<file path="config.mk">
export PLATFORM = sky130hd
export DESIGN_NAME = display_scan_mux
export DESIGN_NICKNAME = d
export VERILOG_FILES = /design/src/rtl/display_scan_mux.sv
export SDC_FILE = /design/constraint.sdc
export NUM_CORES = 1
export LEC_CHECK = 0
export CORE_MARGIN = 8
export CORE_UTILIZATION = 44
export DETAILED_ROUTE_END_ITERATION = 16
export GPL_TIMING_DRIVEN = 0
export PLACE_DENSITY = 0.75
export RECOVER_POWER = 100
export REMOVE_ABC_BUFFERS = 1
export SYNTH_ARGS = -nofsm -noshare
export SYNTH_HDL_FRONTEND = slang
export SYNTH_SLANG_ARGS = --single-unit
</file>
<file path="constraint.sdc">
create_clock -name clk_i -period 3.3 [get_ports clk_i]
set_clock_uncertainty 0.05 [all_clocks]
set_input_delay 0.495 -clock clk_i [delete_from_list [all_inputs] [get_ports clk_i]]
set_output_delay 0.495 -clock clk_i [all_outputs]
set_load 0.02 [all_outputs]
</file>
<file path="src/rtl/display_scan_mux.sv">
// 4-digit common-anode 7-segment scan multiplexer driven by one divider tap.
// Shadows the displayed value per frame, optional leading-zero blanking, anti-ghost gap.
module display_scan_mux #(
    parameter int unsigned TAP_SEL      = 16,
    parameter int unsigned BLANK_CYCLES = 2
) (
    input  logic        clk_i,
    input  logic        rst_ni,
    input  logic [17:0] div_i,
    input  logic        en_i,
    input  logic [15:0] value_i,
    input  logic [3:0]  dp_i,
    input  logic        lz_en_i,
    output logic [3:0]  anode_o,
    output logic [6:0]  seg_o,
    output logic        dp_o
);

    localparam int unsigned CntW   = (BLANK_CYCLES > 2) ? $clog2(BLANK_CYCLES) : 1;
    localparam int unsigned GapVal = (BLANK_CYCLES > 0) ? BLANK_CYCLES - 1 : 0;
    localparam logic [CntW-1:0] GapLoad = GapVal[CntW-1:0];

    typedef enum logic [0:0] {StGap, StScan} state_e;

    state_e            state_q, state_d;
    logic [1:0]        idx_q, idx_d;
    logic [CntW-1:0]   gap_cnt_q, gap_cnt_d;
    logic              s1_q, s2_q, s3_q;
    logic              tick;
    logic [15:0]       sh_val_q, sh_val_d;
    logic [3:0]        sh_dp_q, sh_dp_d;
    logic              sh_lz_q, sh_lz_d;
    logic              frame_start;
    logic [3:0]        anode_d;
    logic [6:0]        seg_d;
    logic              dp_d;
    logic [15:0]       upper;
    logic              lz_blank;

    function automatic logic [6:0] hex7(input logic [3:0] d);
        logic [6:0] s;
        unique case (d)
            4'h0: s = 7'h40;
            4'h1: s = 7'h79;
            4'h2: s = 7'h24;
            4'h3: s = 7'h30;
            4'h4: s = 7'h19;
            4'h5: s = 7'h12;
            4'h6: s = 7'h02;
            4'h7: s = 7'h78;
            4'h8: s = 7'h00;
            4'h9: s = 7'h10;
            4'hA: s = 7'h08;
            4'hB: s = 7'h03;
            4'hC: s = 7'h46;
            4'hD: s = 7'h21;
            4'hE: s = 7'h06;
            default: s = 7'h0E;
        endcase
        return s;
    endfunction

    assign tick = s2_q & ~s3_q;

    // State, sync chain, shadow and registered outputs
    always_ff @(posedge clk_i or negedge rst_ni) begin
        if (!rst_ni) begin
            state_q   <= StGap;
            idx_q     <= 2'd0;
            gap_cnt_q <= '0;
            s1_q      <= 1'b0;
            s2_q      <= 1'b0;
            s3_q      <= 1'b0;
            sh_val_q  <= 16'h0000;
            sh_dp_q   <= 4'h0;
            sh_lz_q   <= 1'b0;
            anode_o   <= 4'b1111;
            seg_o     <= 7'h7F;
            dp_o      <= 1'b1;
        end else begin
            state_q   <= state_d;
            idx_q     <= idx_d;
            gap_cnt_q <= gap_cnt_d;
            s1_q      <= div_i[TAP_SEL];
            s2_q      <= s1_q;
            s3_q      <= s2_q;
            sh_val_q  <= sh_val_d;
            sh_dp_q   <= sh_dp_d;
            sh_lz_q   <= sh_lz_d;
            anode_o   <= anode_d;
            seg_o     <= seg_d;
            dp_o      <= dp_d;
        end
    end

    always_comb begin
        state_d   = state_q;
        idx_d     = idx_q;
        gap_cnt_d = gap_cnt_q;
        if (!en_i) begin
            state_d   = StGap;
            gap_cnt_d = '0;
        end else begin
            unique case (state_q)
                StScan: begin
                    if (tick) begin
                        idx_d = idx_q + 2'd1;
                        if (BLANK_CYCLES > 0) begin
                            state_d   = StGap;
                            gap_cnt_d = GapLoad;
                        end
                    end
                end
                StGap: begin
                    if (gap_cnt_q == '0) begin
                        state_d = StScan;
                    end else begin
                        gap_cnt_d = gap_cnt_q - 1'b1;
                    end
                end
                default: ;
            endcase
        end
    end

    // A new frame begins whenever digit 0 becomes lit, including the 3->0 wrap with no gap
    assign frame_start = (state_d == StScan) && (idx_d == 2'd0) &&
                         !((state_q == StScan) && (idx_q == 2'd0));

    always_comb begin
        sh_val_d = sh_val_q;
        sh_dp_d  = sh_dp_q;
        sh_lz_d  = sh_lz_q;
        if (frame_start) begin
            sh_val_d = value_i;
            sh_dp_d  = dp_i;
            sh_lz_d  = lz_en_i;
        end
    end

    always_comb begin
        upper    = sh_val_d >> {idx_d, 2'b00};
        lz_blank = sh_lz_d && (idx_d != 2'd0) && (upper == 16'h0000);
        anode_d  = 4'b1111;
        seg_d    = 7'h7F;
        dp_d     = 1'b1;
        if (state_d == StScan) begin
            anode_d = ~(4'b0001 << idx_d);
            seg_d   = lz_blank ? 7'h7F : hex7(upper[3:0]);
            dp_d    = ~sh_dp_d[idx_d];
        end
    end

endmodule
</file>
; ---- After elaboration in Yosys (flattened, before gate mapping)
; Memories as Yosys holds them, arrays and structs flattened.
; Cells that the tools add are included.
[totals]
memories = 1
mem_bits_ro = 112
latchBits = 0
mem_bits_rw = 0
reg_bits = 40
inputBits = 42
output_inout_bits = 12
[memory_table]
columns = memory, depth, width, rd, rd_ports_with_merged_regs, write_ports, line
row1 = (name not given), 16, 7, 1, 0, 0, 42  ; unique case (d)
[classes]
n_div = 0
multipliers = 0
n_bitwise = 5
muxes = 20
n_reduce_logical = 10
shift = 2
n_eq_ne = 1
add_sub_neg = 2
n_lt_le_gt_ge = 1
[ops]
columns = operator, n
row1 = 16-bit logical NOT, 1
row2 = 16-bit two-way mux, 1
row3 = 16-bit by 4-bit >> shifter with 16-bit output, 1
row4 = 7-bit two-way mux, 2
row5 = 1-bit two-way mux, 9
row6 = 4-bit two-way mux, 2
row7 = 2-bit two-way mux, 3
row8 = 1-bit logical AND, 5
row9 = 2-bit logical NOT, 2
row10 = 4-bit NOT, 1
row11 = 1-bit one-hot mux with 2 select lines, 2
row12 = "1-bit by 2-bit << shifter with 4-bit output, first input constant", 1
row13 = "2-bit by 3-bit less-than comparator with 1-bit output, second input constant", 1
row14 = "3-bit by 2-bit inequality test with 1-bit output, second input constant", 1
row15 = 1-bit NOT, 3
row16 = "2-bit by 1-bit adder with 2-bit output, second input constant", 1
row17 = 1-bit binary-select mux with 2-bit select, 1
row18 = 2-bit nonzero test, 1
row19 = 1-bit AND, 1
row20 = 1-bit logical NOT, 1
row21 = "1-bit subtractor, second input constant", 1

; ---- Logic depth before layout (Yosys ltp)
[logic_depth]
depth_word = 14
depth_mapped = 12

; ---- Worst setup path after synthesis
; Ideal clock, no wire load.
[synth_timing]
path_kind = reg-to-reg
start = register idx_q[0]
end = register seg_o[3]
setup_ns = 0.094
setup_slack_ns = 0.125
t_required_ns = 3.156
period_less_slack_ns = 3.175
n_path_buf = 0
arrival_time_ns = 3.031
path_stages_with_launch = 13
cell_sequence = dfrtp_1 -> inv_1 -> ha_1 -> nor2b_1 -> mux2i_1 -> o31ai_1 -> a31oi_1 -> a21oi_1 -> inv_1 -> ha_1 -> nand3_1 -> mux2i_1 -> or4b_1
[synth_via]
elab_chain_cells = 13
word_cells_on_any_way = 20
cone_classes = add/sub (1) / shift (1) / mux (7) / reduce/logical (10) / memory (1)
[synth_lines]
columns = item, line
row1 = from (decl), 26  ; logic [1:0] idx_q, idx_d;
row2 = from (signal assigned), 82  ; idx_q <= idx_d;
row3 = branches (longest 11 deep; another with memory read 16 x 7 bit), -
row4 = 7-bit two-way mux (*), 149  ; seg_d = lz_blank ? 7'h7F : hex7(upper[3:0]);
row5 = 7-bit two-way mux (*), 147  ; if (state_d == StScan) begin
row6 = net seg_d[3], 35  ; logic [6:0] seg_d;
row7 = to (signal assigned), 91  ; seg_o <= seg_d;
row8 = to (decl), 15  ; output logic [6:0] seg_o,
; Mark *: on every way through the listed nets, which the timed path passes.
; A chain may end at the register's enable or synchronous reset.

; ---- Worst setup path in the final report
; Same ends and word-level chain as after synthesis.

==> run_results.csv <==
group,metric,value,unit
placed_design,gp_congestion,0.8786,
global_routing,grt_max_degree,41,
floorplanning,die_w,86.61,um
final_layout,layout_common_cells,"clkdlybuf4s50_1, dfrtp_1, nand2_1, mux2_2, nor2_1",
outcome,status,"finished, violations left",
critical_path,crit_type,"flip-flop to flip-flop",
critical_path,critPathSlowestCell,"or4b_1",
clock_tree,cts_sinks,40,
logic_synthesis,ys_top_cells_by_area,"dfrtp_1, dfstp_2, mux2_2, ha_1, mux2i_1",
floorplanning,coreArea,4755,um2
critical_path,required,3.46,ns
logic_synthesis,synth_edf_count,0,
clock_tree,cts-root-buf,"clkbuf_8",
timing,clock.fmax,0.3186,GHz
final_layout,nFillCells,406,
logic_synthesis,synth_seq_area_share,46.32,%
critical_path,r2r_setup_slack,0.16,ns
final_layout,nets,294,
floorplanning,die_area,7500,um2
clock_tree,cts_tree,"built",
floorplanning,start_util,46.13,%
global_routing,grt_pass1_wl,8404,um
critical_path,crit_path_start_kind,"flip-flop",
global_routing,overflow,0,
routing,route.vias.total,1740,
logic_synthesis,synth_top_area_share,31.95,%
pwr,power_density,1025,nW/um2
global_routing,first_global_vias,1785,
routing,avgRoutedWirePerCell,15.63,um
timing,period_share,95.12,%
critical_path,r2r_start,"idx_q[0]$_DFF_PN0_",
routing,drc,0,
routing,wirelength,4876,um
final_layout,layout-drive-gt1-share,27.76,%
pwr,power,0.002924,W
flow_run,cap_viol_max_count,1,
critical_path,regToRegEndpoint,"seg_o[3]$_DFF_PN1_",
logic_synthesis,synth_area,2193,um2
critical_path,cp_cell_sequence,"inv_2 -> ha_2 -> nor2b_4 -> mux2_4 -> nand4_1 -> a31oi_1 -> a21oi_2 -> ha_1 -> nand3_1 -> nor2_1 -> a31o_2 -> or4b_1",
clock_tree,clk_latency,0.30,ns
placed_design,io_buffers,36,
pwr,ir_drop,442.9,uV
clock_tree,cts_inserted_buffers,5,
floorplanning,fp-row-count,25,
global_routing,grt_antenna_before_repair,0,
logic_synthesis,synth_warnings,0,
min_path,min-delay-path-class,"flip-flop to flip-flop",
floorplanning,io_pins,54,
critical_path,critical_path_buf_inv_count,1,
final_layout,fin_util,60.03,%
timing,tightestPinTransition,2.001,ns
logic_synthesis,async_flop_share,100.0,%
min_path,hold_start,"s1_q$_DFF_PN0_",
logic_synthesis,syn-mean-instance-area,11.08,um2
clock_tree,cts_max_level,2,
timing,drv_slew,41,
final_layout,layout_commonest_cell,"clkdlybuf4s50_1",
min_path,whs_path_depth,0,
min_path,holdPathEnd,"s2_q$_DFF_PN0_",
timing,hold_viol,0,
critical_path,crit_family,"simple AND/OR/NAND/NOR gates",
routing,first_pass_iters,4,
routing,drtIter0Drc,154,
logic_synthesis,ys_types,52,
timing,setup_viol,0,
pwr,leakage,1.206,nW
floorplanning,die_h,86.61,um
final_layout,area_delta_synth_final,30.12,%
clock_tree,cts_max_path_buffers,2,
timing,rsz0062_at_grt,"no",
critical_path,worst_setup_path_end_kind,"flip-flop",
logic_synthesis,synth_seq_cells,40,
clock_tree,clkTransAtPathRegs,0.08,ns
final_layout,num_antenna_cells,0,
logic_synthesis,postSynthCellCount,198,
routing,vias_per_cell,5.577,
critical_path,cpPeakStageDelay,0.51,ns
logic_synthesis,ys.flop_type,"dfrtp_1",
timing,min_period,3.139,ns
critical_path,crit_arrival,3.30,ns
placed_design,post-dp-hpwl,3343,um
critical_path,crit_path_max_fanout,10,
routing,drtAntennaViolNets,0,
logic_synthesis,synth_top_cell_by_area,"dfrtp_1",
placed_design,dp.cells,295,
clock_tree,holdBufCountCts,0,
outcome,violations,"capacitance limit, slew limit",
critical_path,rr_worst_depth,12,
final_layout,fin_cells,312,
global_routing,track_usage,14.04,%
timing,slew_headroom,-33.38,%
-- what timing repair did --
item                                    in CTS  in global routing
gates resized for setup                      9                 11
setup buffers                                9                  0
pin swaps                                    3                  1
endpoints found under the setup margin       8                  7
-- state kept, by name (all words and copies together) (netlist names) --
| register | flops |
|---|---|
| idx_q | 2 |
| s3_q | 1 |
| dp_o | 1 |
| sh_dp_q | 4 |
| sh_lz_q | 1 |
| s1_q | 1 |
| sh_val_q | 16 |
| seg_o | 7 |
| state_q | 1 |
| s2_q | 1 |
| anode_o | 4 |
| gap_cnt_q | 1 |
-- per-layer routing --
| layer | track usage (%) | share of wire [%] | vias up |
|---|---|---|---|
| met5 | 0 | 0 | - |
| met4 | 5.790 | 1.9 | 0 |
| met3 | 3.119 | 5.9 | 9 |
| met2 | 22.57 | 48 | 63 |
| met1 | 17.67 | 44 | 834 |
| li1 | - | - | 834 |
-- how the worst max path moves through the flow --
stage | to | cells after the start | start
finish | seg_o[3]$_DFF_PN1_ | 12 | idx_q[0]$_DFF_PN0_
global route | seg_o[3]$_DFF_PN1_ | 12 | idx_q[0]$_DFF_PN0_
CTS | seg_o[3]$_DFF_PN1_ | 11 | en_i
detailed placement | seg_o[3]$_DFF_PN1_ | 10 | en_i
global placement | seg_o[3]$_DFF_PN1_ | 10 | en_i
floorplan | seg_o[3]$_DFF_PN1_ | 12 | idx_q[0]$_DFF_PN0_
-- cells by family after synthesis --
group	count (synthesis)	synth area share (%)
adder cells (fa/ha/maj)	8	4.564
AND/OR/NAND/NOR	66	15.80
XOR/XNOR	1	1.255
AO/OA/AOI/OAI	43	16.49
multiplexers	25	12.66
flip-flops	40	46.32
buffers and inverters	15	2.909
-- Yosys cell counts (3+ instances only) --
library cell / count
dfrtp_1: 28
nand2_1: 17
mux2_2: 15
nand3_1: 13
nor2_1: 13
dfstp_2: 12
ha_1: 8
inv_1: 8
mux2i_1: 8
o21ai_0: 6
o31ai_1: 6
a21oi_1: 5
nand4_1: 5
a31oi_1: 3
clkbuf_1: 3
o211ai_1: 3
-- cell type report --
cell class | instances | area, um2 | share of cell area [%]
multi-input cells | 143 | 1186 | 41.56
flip-flops and latches | 40 | 1018 | 35.69
repair buffers | 45 | 412.9 | 14.47
well taps | 67 | 83.83 | 2.937
clock buffers | 6 | 82.58 | 2.893
inverters | 9 | 36.28 | 1.271
clock inverters | 2 | 33.78 | 1.184
-- through the flow --
step / worst slack [ns] / instance area (um2) / setup TNS, ns / hold slack, ns
floorplan: 0.1028 / 2166 / 0 / 0.1494
global placement: -0.9972 / 2610 / -6.509 / 0.2833
detailed placement: -1.011 / 2605 / -6.674 / 0.2879
CTS: 0.007312 / 2825 / 0 / 0.2813
global route: 0.002768 / 2854 / 0 / 0.3247
finish: 0.1611 / 2854 / 0 / 0.3030
-- where the power goes --
| group | internal, W | switching, W | total [W] |
|---|---|---|---|
| Combinational | 0.000766 | 0.000903 | 0.00167 |
| Clock | 0.000243 | 0.000168 | 0.000412 |
| Sequential | 0.000720 | 0.000124 | 0.000844 |
| Total | 0.00173 | 0.00120 | 0.00292 |
Power figures use the tool's default switching activity.
